--- src/rtl/fetch_stage_if.sv ---
// fetch_stage_if: instruction-memory request/response bus between the fetch stage and imem.
interface fetch_stage_if;
   logic        imem_req;
   logic [31:0] imem_addr;
   logic        imem_ack;
   logic [31:0] imem_rdata;
   modport master (output imem_req, imem_addr, input imem_ack, imem_rdata);
   modport slave  (input imem_req, imem_addr, output imem_ack, imem_rdata);
endinterface

--- src/rtl/fetch_stage.sv ---
// fetch_stage: PC, single-outstanding imem fetch, skid buffer and IF/ID register feeding decode.
module fetch_stage #(
   parameter logic [31:0] RESET_PC = 32'h0000_0000
) (
   input  logic                 clk,
   input  logic                 reset,
   input  logic                 stall,
   input  logic                 branch_taken,
   input  logic [31:0]          branch_target,
   fetch_stage_if.master        imem,
   output logic [31:0]          instr,
   output logic [31:0]          pc_plus4,
   output logic                 instr_valid,
   output logic [5:0]           opcode
);
   typedef enum logic [1:0] {REQ, WAIT, KILL} state_t;
   state_t state, state_n;
   logic [31:0] pc, pc_n, redir, redir_n, skid, skid_n, skid_pc4, skid_pc4_n, instr_n, pc_plus4_n;
   logic valid_n, accept, ack;
   assign ack = imem.imem_ack;
   assign accept = !stall || !instr_valid;
   assign imem.imem_addr = pc;
   assign imem.imem_req = state != WAIT;
   assign opcode = instr[31:26];
   always_comb begin
      state_n = state;
      pc_n = pc;
      redir_n = redir;
      skid_n = skid;
      skid_pc4_n = skid_pc4;
      instr_n = instr;
      pc_plus4_n = pc_plus4;
      valid_n = instr_valid;
      if (branch_taken) begin
         instr_n = '0;
         valid_n = 1'b0;
         // a pending request without ack must still complete at the old address
         if (state == WAIT || ack) begin
            pc_n = branch_target;
            state_n = REQ;
         end else begin
            redir_n = branch_target;
            state_n = KILL;
         end
      end else begin
         if (!stall) begin
            instr_n = '0;
            valid_n = 1'b0;
         end
         case (state)
            REQ: if (ack) begin
               pc_n = pc + 32'd4;
               if (accept) begin
                  instr_n = imem.imem_rdata;
                  pc_plus4_n = pc + 32'd4;
                  valid_n = 1'b1;
               end else begin
                  skid_n = imem.imem_rdata;
                  skid_pc4_n = pc + 32'd4;
                  state_n = WAIT;
               end
            end
            WAIT: if (accept) begin
               instr_n = skid;
               pc_plus4_n = skid_pc4;
               valid_n = 1'b1;
               state_n = REQ;
            end
            KILL: if (ack) begin
               pc_n = redir;
               state_n = REQ;
            end
            default: state_n = REQ;
         endcase
      end
   end
   always_ff @(posedge clk) begin
      if (reset) begin
         state <= REQ;
         pc <= RESET_PC;
         redir <= '0;
         skid <= '0;
         skid_pc4 <= '0;
         instr <= '0;
         pc_plus4 <= '0;
         instr_valid <= 1'b0;
      end else begin
         state <= state_n;
         pc <= pc_n;
         redir <= redir_n;
         skid <= skid_n;
         skid_pc4 <= skid_pc4_n;
         instr <= instr_n;
         pc_plus4 <= pc_plus4_n;
         instr_valid <= valid_n;
      end
   end
endmodule
--- src/flat_wrapper.sv ---
// flat-port wrapper written by rule: the top's interface ports become plain ports
module fetch_stage_flat 
#(
   parameter logic [31:0] RESET_PC = 32'h0000_0000
)
  (clk, reset, stall, branch_taken, branch_target, instr, pc_plus4, instr_valid, opcode, imem_imem_req, imem_imem_addr, imem_imem_ack, imem_imem_rdata);
  fetch_stage_if imem_i ();
  input  logic clk;
  input  logic reset;
  input  logic stall;
  input  logic branch_taken;
  input  logic [31:0] branch_target;
  output logic [31:0] instr;
  output logic [31:0] pc_plus4;
  output logic instr_valid;
  output logic [5:0] opcode;
  output wire logic [$bits(imem_i.imem_req)-1:0] imem_imem_req;
  output wire logic [$bits(imem_i.imem_addr)-1:0] imem_imem_addr;
  input wire logic [$bits(imem_i.imem_ack)-1:0] imem_imem_ack;
  input wire logic [$bits(imem_i.imem_rdata)-1:0] imem_imem_rdata;
  assign imem_imem_req = imem_i.imem_req;
  assign imem_imem_addr = imem_i.imem_addr;
  assign imem_i.imem_ack = imem_imem_ack;
  assign imem_i.imem_rdata = imem_imem_rdata;
  fetch_stage #(.RESET_PC(RESET_PC)) u_core (.clk(clk), .reset(reset), .stall(stall), .branch_taken(branch_taken), .branch_target(branch_target), .imem(imem_i), .instr(instr), .pc_plus4(pc_plus4), .instr_valid(instr_valid), .opcode(opcode));
endmodule
--- config.mk ---
export PLATFORM = sky130hd
export DESIGN_NAME = fetch_stage_flat
export DESIGN_NICKNAME = d
export VERILOG_FILES = /design/src/rtl/fetch_stage_if.sv /design/src/rtl/fetch_stage.sv /design/src/flat_wrapper.sv
export SDC_FILE = /design/constraint.sdc
export NUM_CORES = 1
export LEC_CHECK = 0
export CORE_MARGIN = 3
export CORE_UTILIZATION = 56
export CTS_BUF_LIST = sky130_fd_sc_hd__clkbuf_16
export DETAILED_ROUTE_END_ITERATION = 8
export HOLD_SLACK_MARGIN = 0.15
export PLACE_DENSITY_LB_ADDON = 0.12
export SKIP_CTS_REPAIR_TIMING = 1
export SLEW_MARGIN = 30
export SYNTH_ARGS = -nofsm -noshare
export SYNTH_HDL_FRONTEND = slang
export SYNTH_SLANG_ARGS = --single-unit
--- constraint.sdc ---
create_clock -name clk -period 4.9 [get_ports clk]
set_clock_uncertainty 0.05 [all_clocks]
set_input_delay 0.98 -clock clk [delete_from_list [all_inputs] [get_ports clk]]
set_output_delay 0.98 -clock clk [all_outputs]
set_load 0.05 [all_outputs]
Word-level counts from Yosys, hierarchy flattened:

Cells that the tools add are included.

* register bits after elaboration: 195
* input port bits: 69
* output and inout port bits: 104
* word-level logic and storage cells: 61

* $add $sub $neg: 1
* equal/unequal tests: 11
* muxes and demuxes: 25
* bitwise operators: 3
* reductions and logical operators: 13

Operators by type and width (number)
* 2-to-1 mux 32 bit: 11
* case mux 32 bit (2 select lines): 3
* adder 32 x 3 -> 32 bit, second input constant: 1
* 2-to-1 mux 2 bit: 6
* AND reduction 4 bit: 3
* != test 3 bit, second input constant: 3
* != test 2 x 1 -> 1 bit, second input constant: 4
* case mux 2 bit (3 select lines): 1
* AND reduction 5 bit: 1
* 2-to-1 mux 1 bit: 3
* != test 3 x 2 -> 1 bit, second input constant: 1
* inverter 1 bit: 3
* nonzero test 3 bit: 1
* equality test 2 x 1 -> 1 bit, second input constant: 1
* equality test 2 bit, second input constant: 1
* zero test 1 bit: 2
* zero test 2 bit: 1
* logical OR 1 bit: 2
* != test 2 bit, second input constant: 1
* case mux 1 bit (2 select lines): 1
* AND reduction 2 bit: 1
* nonzero test 2 bit: 1
* OR reduction 2 bit: 1

Logic depth before layout (Yosys ltp):

Gate-level depths: netlist of run 1.

* depth in word-level cells: 6
* depth in mapped cells: 9
* mapped depth without buffers: 6

Worst setup path before layout of run 1:

No wires, ideal clock.

* path type: register -> register
* start: register u_core.pc[2] (netlist: u_core.imem.imem_addr[2])
* end: register u_core.skid_pc4[26]
* setup time: 0.135 ns
* arrival time: 2.358 ns
* data required time: 4.715 ns
* slack: 2.357 ns
* stages on the path, launching flop included: 8
* buffers on the path: 1
* clock period less this slack: 2.543 ns
* path through: dfxtp_1 > ha_1 > nand4_2 > or3_4 > buf_6 > o31a_1 > nor2_1 > a211oi_2

* word-level cells in the longest chain between the ends: 1

Ends and longest elaborated chain
* start, declared: line fetch_stage.sv:18 `logic [31:0] pc, pc_n, redir, redir_n, skid, skid_n, skid_pc4, skid_pc4_n, instr_n, pc_plus4_n;`
* start signal, assigned: line fetch_stage.sv:89 `pc <= pc_n;`
* adder 32 x 3 -> 32 bit: line fetch_stage.sv:59 `skid_pc4_n = pc + 32'd4;`
* end signal, assigned: line fetch_stage.sv:92 `skid_pc4 <= skid_pc4_n;`
* end, declared: line fetch_stage.sv:18

No other way between the ends.
A chain may end at the register's enable or synchronous reset.

Final worst setup path of run 1:

* start: register u_core.state[0]
* end: output port imem_imem_req

* word-level cells in the longest chain between the ends: 1

Ends and longest elaborated chain
* start, declared: line fetch_stage.sv:17 `state_t state, state_n;`
* start signal, assigned: line fetch_stage.sv:88 `state <= state_n;`
* != test 2 x 1 -> 1 bit: line fetch_stage.sv:23 `assign imem.imem_req = state != WAIT;`
* end, declared: line flat_wrapper.sv:17 `output wire logic [$bits(imem_i.imem_req)-1:0] imem_imem_req;`

No other way between the ends.

==> flow_metrics.tcl, run 1 <==
set metrics [dict create \
    status "finished clean" \
    syn_avg_cell_area_um2 7.842 \
    fp.dieH_um 133.5 \
    power_uw 3638 \
    critPathRequiredTime_ns 3.87 \
    drv_cap 0 \
    routed_wl_um 27100 \
    cts_made_buffers 17 \
    worst_pin_slew_ns 0.8845 \
    critical_path.endpoint_type "output port" \
    synthSimpleGateAreaFrac 0.2491 \
    synthFlopType "dfxtp_1" \
    clkTransAtPathRegs_ns 0.07 \
    cp_num_buf_inv 2 \
    drt_iter0_markers 999 \
    ys_types 68 \
    synth_seq_cells 195 \
    path_cells "nor2b_2 > clkinv_1 > clkdlybuf4s50_1" \
    slew_headroom 0.4103 \
    yosysSeqAreaShare 0.4287 \
    wl_per_cell_um 18.14 \
    start_util 0.5859 \
    grt_max_degree 79 \
    timing.hold.ws_ns 0.3999 \
    postLayoutCoreUtil 0.7357 \
    vias_per_cell 6.090 \
    drv_slew 0 \
    synth_top_area_cell "dfxtp_1" \
    synth_mux_area_frac 0.006871 \
    remaining_drc_errors 0 \
    drtPass1Iterations 8 \
    r2r_setup_slack_ns 1.93 \
    syn_inst 1161 \
    cts_tree "done" \
    drive_above_1_share 0.07327 \
    overflow 0 \
    min_period_over_period 0.6823 \
    antenna_found_initial 0 \
    nets 1340 \
    dpl.hpwl_um 18200 \
    start_kind "flop" \
    synthesis.nets 1231 \
    worst_ep_arrival_time_ns 2.31 \
    worstPathMaxFanout 17 \
    grt_pass1_vias 8160 \
    peakVddDrop_uv 256.5 \
    slowest_delay_ns 0.72 \
    ys_top_cells_by_area "dfxtp_1 43%, nand2_1 9.6%, a21oi_1 7.8%, nor2_1 3.7%, clkbuf_1 3.5%" \
    clock_path_buffers 2 \
    htree_num_levels 4 \
    ant_nets 0 \
    place_ws_ns 1.321 \
    yosys_warnings 0 \
    io_buffers 172 \
    area_growth_pct 25.56 \
    cts-root-buf "clkbuf_16" \
    path_class "flop to output port" \
    core_area_mm2 0.01554 \
    grt_pass1_wl_um 42810 \
    clkSinkCount 195 \
    synth_xor_area_frac 0.01828 \
    vias 9099 \
    place_congestion 0.8971 \
    antennaDiodeCount 0 \
    power.leakage_uw 0.003985 \
    clock_latency_ns 0.44 \
    hold_viol 0 \
    fin_crit_ns 3.343 \
    synth_top_family_by_area "simple AND/OR/NAND/NOR gates" \
    finalSetupTns_ns 0 \
    power_density_mw_per_mm2 318.2 \
    max_freq_ghz 0.2991 \
    slowest_stage "clkdlybuf4s50_1" \
    synth_adder_area_share 0.001374 \
    rsz0062_at_grt "no" \
    die_w_um 133.5 \
    min_path_type "flop to flop" \
    crit_family "buffers and inverters" \
    async_flop_share 0 \
    synth_area_mm2 0.009105 \
    synth_compound_area_frac 0.2442 \
    grt.total_usage 0.2941 \
    die-area_mm2 0.01782 \
    setup_viol 0 \
    worst_slack_ns 1.557 \
    n_fill_cell 1319 \
    rows 45 \
    yosysTopAreaCellShare 0.4287 \
    ios 173 \
    synth-edff-count 0 \
]
==> cells in the mapped netlist, drive strengths merged, types with 3 or more instances <==
master	number
o31a	3
nand2b	5
a211oi	27
and4	9
o22ai	5
nand2	234
nand3	34
o31ai	5
o32ai	5
o21ai	53
inv	9
or3	9
mux2i	4
nand4	8
or4	3
a22oi	23
xnor2	9
or2	3
clkbuf	86
and3	15
dfxtp	195
a222oi	13
a21o	18
o2bb2ai	4
a21boi	3
nor2b	5
a21oi	142
buf	18
o211ai	15
nor3	34
xor2	10
and2	6
nor4	15
a311oi	6
a31oi	16
nor2	91
a221oi	3
==> cell type report <==
cell class,instances,area (um2),share of cell area
inverter,10,37.54,0.003283
timing repair buffer,194,1879,0.1644
multi-input combinational,852,4757,0.4161
clock buffer,17,425.4,0.03721
sequential,195,3904,0.3415
clock inverter,15,165.2,0.01445
tap,211,264.0,0.02309
==> worst paths after layout <==
kind,cells past startpoint,startpoint,endpoint
max,3,u_core.state[0],imem_imem_req
min,2,u_core.pc_plus4[18],u_core.pc_plus4[18]
max reg2reg,7,u_core.state[0],u_core.imem.imem_addr[25]
min reg2reg,2,u_core.pc_plus4[18],u_core.pc_plus4[18]
==> state kept, by name, summed over array words and instances, names as in the netlist <==
signal,cells
u_core.instr_valid,1
u_core.pc_plus4,32
u_core.skid_pc4,32
u_core.skid,32
u_core.state,2
u_core.imem.imem_addr,32
u_core.redir,32
u_core.instr,32
==> cell families after synthesis <==
logic type      count (synthesis)
flops                         195
xor+xnor                       19
fa+ha+maj                       1
simple gates                  476
compound gates                350
mux                             6
buf+inv                       114
==> worst min-delay path: stages, from the launching register on <==
cell	delay, ns
dfxtp_1	0.31
nand2_1	0.05
a21oi_1	0.05
==> placed cells by master, fill, tap and decap left out, types with 22 or more instances in the layout <==
master           netlist  layout
nand3_1               32      32
clkdlybuf4s50_1        0     170
nor2_1                90      90
o21ai_0               52      52
nand2_1              233     233
a22oi_1               23      23
nor3_1                33      31
buf_4                  6      23
dfxtp_1              195     195
a21oi_1              141     141
a211oi_1              22      22
==> through the flow <==
step	cell area (um2)	instances
after global placement	10830	1462
after global routing	11430	1494
after floorplan	9105	1161
after CTS	11420	1494
after detailed placement	10830	1462
final	11430	1494
==> power by group <==
| group | switching (uW) | total, uW | internal, uW | leakage [uW] |
|---|---|---|---|---|
| Clock | 665 | 1390 | 726 | 0.000284 |
| Sequential | 65.4 | 1700 | 1640 | 0.00159 |
| Combinational | 351 | 546 | 196 | 0.00212 |
==> per-layer routing <==
| layer | wire length (um) | part of all wire | vias up | GRT usage |
|---|---|---|---|---|
| met5 | 0 | 0 | - | 0 |
| li1 | - | - | 4350 | - |
| met4 | 545 | 0.020 | 0 | 0.1006 |
| met1 | 12170 | 0.45 | 4251 | 0.4243 |
| met3 | 2339 | 0.086 | 53 | 0.06647 |
| met2 | 12050 | 0.44 | 445 | 0.4351 |
(Power assumes the default switching activity.)
==> inputs of run 2 (changes only) <==
--- a/config.mk
+++ b/config.mk
@@ -6,7 +6,7 @@
 export NUM_CORES = 1
 export LEC_CHECK = 0
 export CORE_MARGIN = 3
-export CORE_UTILIZATION = 56
+export CORE_UTILIZATION = 52
 export CTS_BUF_LIST = sky130_fd_sc_hd__clkbuf_16
 export DETAILED_ROUTE_END_ITERATION = 8
 export HOLD_SLACK_MARGIN = 0.15
==> constraint.sdc (replaced) <==
create_clock -name clk -period 3.31 [get_ports clk]
set_clock_uncertainty 0.05 [all_clocks]
set_input_delay 0.662 -clock clk [delete_from_list [all_inputs] [get_ports clk]]
set_output_delay 0.662 -clock clk [all_outputs]
set_load 0.05 [all_outputs]
==> flow_metrics.tcl, run 2 (synthesis gave the netlist of run 1 again) <==
set metrics [dict create \
    critical_path.endpoint_type "output port" \
    critPathRequiredTime_ns 2.60 \
    final_common_cell "nand2_1" \
    wl_per_cell_um 18.24 \
    drtPass1Iterations 5 \
    cts-root-buf "clkbuf_16" \
    slowest_stage "dfxtp_1" \
    antenna_found_initial 0 \
    n_fill_cell 1438 \
    fin_crit_ns 2.913 \
    fp.dieH_um 138.3 \
    worst_pin_slew_ns 0.7607 \
    drv_cap 0 \
    grt.total_usage 0.2808 \
    nets 1351 \
    finalSetupTns_ns 0 \
    slowest_delay_ns 0.68 \
    cts_tree "done" \
    htree_num_levels 4 \
    rsz0062_at_grt "no" \
    min_path_type "flop to flop" \
    vias 9030 \
    status "finished clean" \
    grt_pass1_vias 8162 \
    ios 173 \
    peakVddDrop_uv 388.1 \
    wl_met2_um 12350 \
    start_util 0.5395 \
    multiInputGateArea_mm2 0.004751 \
    rows 47 \
    path_class "flop to output port" \
    drv_slew 0 \
    ant_nets 0 \
    place_congestion 0.9084 \
    io_buffers 172 \
    cts_made_buffers 17 \
    grt_pass1_wl_um 44700 \
    postLayoutCoreUtil 0.6845 \
    final_cell_mix "233 x nand2_1, 195 x dfxtp_1, 169 x clkdlybuf4s50_1, 141 x a21oi_1, 89 x nor2_1" \
    setup_viol 0 \
    seqCellArea_mm2 0.003904 \
    power_density_mw_per_mm2 470.1 \
    worstPathMaxFanout 24 \
    path_cells "nor2b_2 > clkinv_1 > buf_4 > buf_4" \
    dpl.hpwl_um 18620 \
    slew_headroom 0.4929 \
    clock_path_buffers 2 \
    drive_above_1_share 0.07889 \
    clock_latency_ns 0.44 \
    max_freq_ghz 0.3433 \
    drt_iter0_markers 887 \
    top_layer "met4" \
    core_area_mm2 0.01688 \
    met3_length_um 2262 \
    wl_met1_um 12550 \
    vias_per_cell 5.968 \
    overflow 0 \
    clkSinkCount 195 \
    hold_viol 0 \
    die_w_um 138.3 \
    min_period_over_period 0.8800 \
    worst_ep_arrival_time_ns 2.20 \
    remaining_drc_errors 0 \
    routed_wl_um 27590 \
    critPathMostFrequentCell "buf_4" \
    start_kind "flop" \
    grt_max_degree 105 \
    die-area_mm2 0.01913 \
    antennaDiodeCount 0 \
    power.leakage_uw 0.004059 \
    clkTransAtPathRegs_ns 0.07 \
    area_growth_pct 26.88 \
]
[run 2: report_power, final]
part	internal, uW	switching [uW]
clock	1180	911
sequential	2420	88.8
combinational	298	527
[run 2: metrics by stage]
stage                     worst slack [ns]  hold WS, ns  total power [uW]  cell area (um2)  cells
after global placement              0.5352       0.3871              3368            10960   1482
final                               0.3971       0.4011              5431            11550   1513
after CTS                           0.4102       0.4029              5438            11550   1513
after global routing                0.2597       0.4180              5609            11550   1513
after detailed placement            0.5042       0.3935              3377            10960   1482
after floorplan                     0.7669       0.3812              3041             9105   1161
[run 2: worst paths after layout]
check / cells after the start / end / slack, ns / from
worst max-delay path: 4 / imem_imem_req / 0.40 / u_core.state[0]
worst max register to register: 6 / u_core.pc_plus4[28] / 0.73 / u_core.imem.imem_addr[3]
worst min register to register: 2 / u_core.skid_pc4[9] / 0.40 / u_core.skid_pc4[9]
worst min-delay path: 2 / u_core.skid_pc4[9] / 0.40 / u_core.skid_pc4[9]
[run 2: worst max-delay path, delay by kind of cell (launching register included)]
kind	cells	cell delay, ns
buffers and inverters	3	0.65
DFF	1	0.68
and+or+nand+nor	1	0.44
[run 2: layout make-up]
type / instances / share of cell area
Multi-Input combinational cell: 852 / 0.4112
Tap cell: 220 / 0.02383
Inverter: 10 / 0.003249
Clock buffer: 17 / 0.03682
Sequential cell: 195 / 0.3379
Timing Repair Buffer: 205 / 0.1729
Clock inverter: 14 / 0.01408
[run 2: routing by layer]
metal,GRT usage,vias to the layer above
li1,-,4373
met1,0.4199,4247
met2,0.4119,384
met3,0.06077,26
met4,0.07228,0
met5,0,-
==> inputs of run 3 (changes only) <==
--- a/config.mk
+++ b/config.mk
@@ -11,6 +11,7 @@
 export DETAILED_ROUTE_END_ITERATION = 8
 export HOLD_SLACK_MARGIN = 0.15
 export PLACE_DENSITY_LB_ADDON = 0.12
+export SETUP_SLACK_MARGIN = 0.4
 export SKIP_CTS_REPAIR_TIMING = 1
 export SLEW_MARGIN = 30
 export SYNTH_ARGS = -nofsm -noshare
==> flow_metrics.tcl, run 3 (synthesis gave the netlist of run 1 again) <==
set metrics [dict create \
    clock_latency_ns 0.43 \
    area_growth_pct 26.89 \
    ios 173 \
    drtPass1Iterations 6 \
    wl_per_cell_um 18.22 \
    io_buffers 172 \
    routed_wl_um 27570 \
    fin_cells 1513 \
    remaining_drc_errors 0 \
    min_period_over_period 0.8200 \
    n_fill_cell 1437 \
    clkSinkCount 195 \
    critPathRequiredTime_ns 2.60 \
    overflow 0 \
    antennaDiodeCount 0 \
    path_class "flop to output port" \
    slew_headroom 0.4854 \
    finalSetupTns_ns 0 \
    postPlaceCellArea_mm2 0.01096 \
    rsz0062_at_grt "no" \
    finish.instance_area_mm2 0.01155 \
    core_area_mm2 0.01688 \
    drt_iter0_markers 902 \
    cts-root-buf "clkbuf_16" \
    grt_pass1_wl_um 44700 \
    fin_crit_ns 2.714 \
    vias_per_cell 5.967 \
    max_freq_ghz 0.3684 \
    clkTransAtPathRegs_ns 0.07 \
    worst_ep_arrival_time_ns 2.00 \
    antenna_found_initial 0 \
    start_util 0.5395 \
    cts_tree "done" \
    vias 9028 \
    grt_pass1_vias 8162 \
    final_common_cell "nand2_1" \
    die-area_mm2 0.01913 \
    place_congestion 0.9084 \
    clock_path_buffers 2 \
    dp.cells 1482 \
    die_w_um 138.3 \
    peakVddDrop_uv 388.5 \
    dpl.hpwl_um 18620 \
    drv_slew 0 \
    status "finished clean" \
    fp.dieH_um 138.3 \
    ant_nets 0 \
    setup_viol 0 \
    min_path_type "flop to flop" \
    power.leakage_uw 0.004059 \
    htree_num_levels 4 \
    worstPathMaxFanout 24 \
    hold_viol 0 \
    final_cell_mix "233 x nand2_1, 194 x dfxtp_1, 169 x clkdlybuf4s50_1, 141 x a21oi_1, 89 x nor2_1" \
    rows 47 \
    timing.hold.ws_ns 0.4011 \
    grt.total_usage 0.2808 \
    worst_pin_slew_ns 0.7719 \
    nets 1351 \
    critical_path.endpoint_type "output port" \
    drv_cap 0 \
    grt_max_degree 105 \
    cts_made_buffers 17 \
    start_kind "flop" \
    power_uw 5433 \
    power_density_mw_per_mm2 470.2 \
    drive_above_1_share 0.07966 \
]
-- run 3: cell counts in the layout (fill, tap and decap cells not counted) --
No cell type changed its count.
-- run 3: where the power goes --
group	internal [uW]	switching (uW)	total, uW
clock	1180	912	2100
sequential	2420	89.1	2510
combinational	298	527	825
-- run 3: layout make-up --
| type | instances | area [um2] | area share |
|---|---|---|---|
| well taps | 220 | 275.3 | 0.02382 |
| repair buffers | 205 | 1997 | 0.1728 |
| multi-input cells | 852 | 4751 | 0.4112 |
| clock buffers | 17 | 425.4 | 0.03682 |
| clock inverters | 14 | 162.7 | 0.01408 |
| flip-flops and latches | 195 | 3905 | 0.3380 |
| inverters | 10 | 37.54 | 0.003249 |
-- run 3: worst paths after layout --
path	startpoint	cells past startpoint	slack, ns	to
max	u_core.state[0]	4	0.60	imem_imem_req
max reg2reg	u_core.imem.imem_addr[3]	6	0.75	u_core.pc_plus4[28]
min	u_core.redir[29]	2	0.40	u_core.redir[29]
min reg2reg	u_core.redir[29]	2	0.40	u_core.redir[29]
-- run 3: worst max-delay path, stage by stage (launching register included) --
cell      delay, ns
dfxtp_2        0.51
nor2b_2        0.40
clkinv_1       0.17
buf_4          0.26
buf_4          0.22
-- run 3: metal layers --
layer	track usage	share of wire	vias to the layer above
met3	0.06077	0.081	31
li1	-	-	4373
met5	0	0	-
met1	0.4199	0.46	4242
met2	0.4119	0.45	382
met4	0.07228	0.017	0
-- run 3: through the flow --
| step | utilization | setup WS, ns |
|---|---|---|
| 2_1_floorplan | - | 0.7669 |
| 3_3_place_gp | 0.6495 | 0.5352 |
| 3_5_place_dp | 0.6495 | 0.5042 |
| 4_1_cts | 0.6843 | 0.4102 |
| 5_1_grt | 0.6846 | 0.4859 |
| 6_report | 0.6846 | 0.5959 |
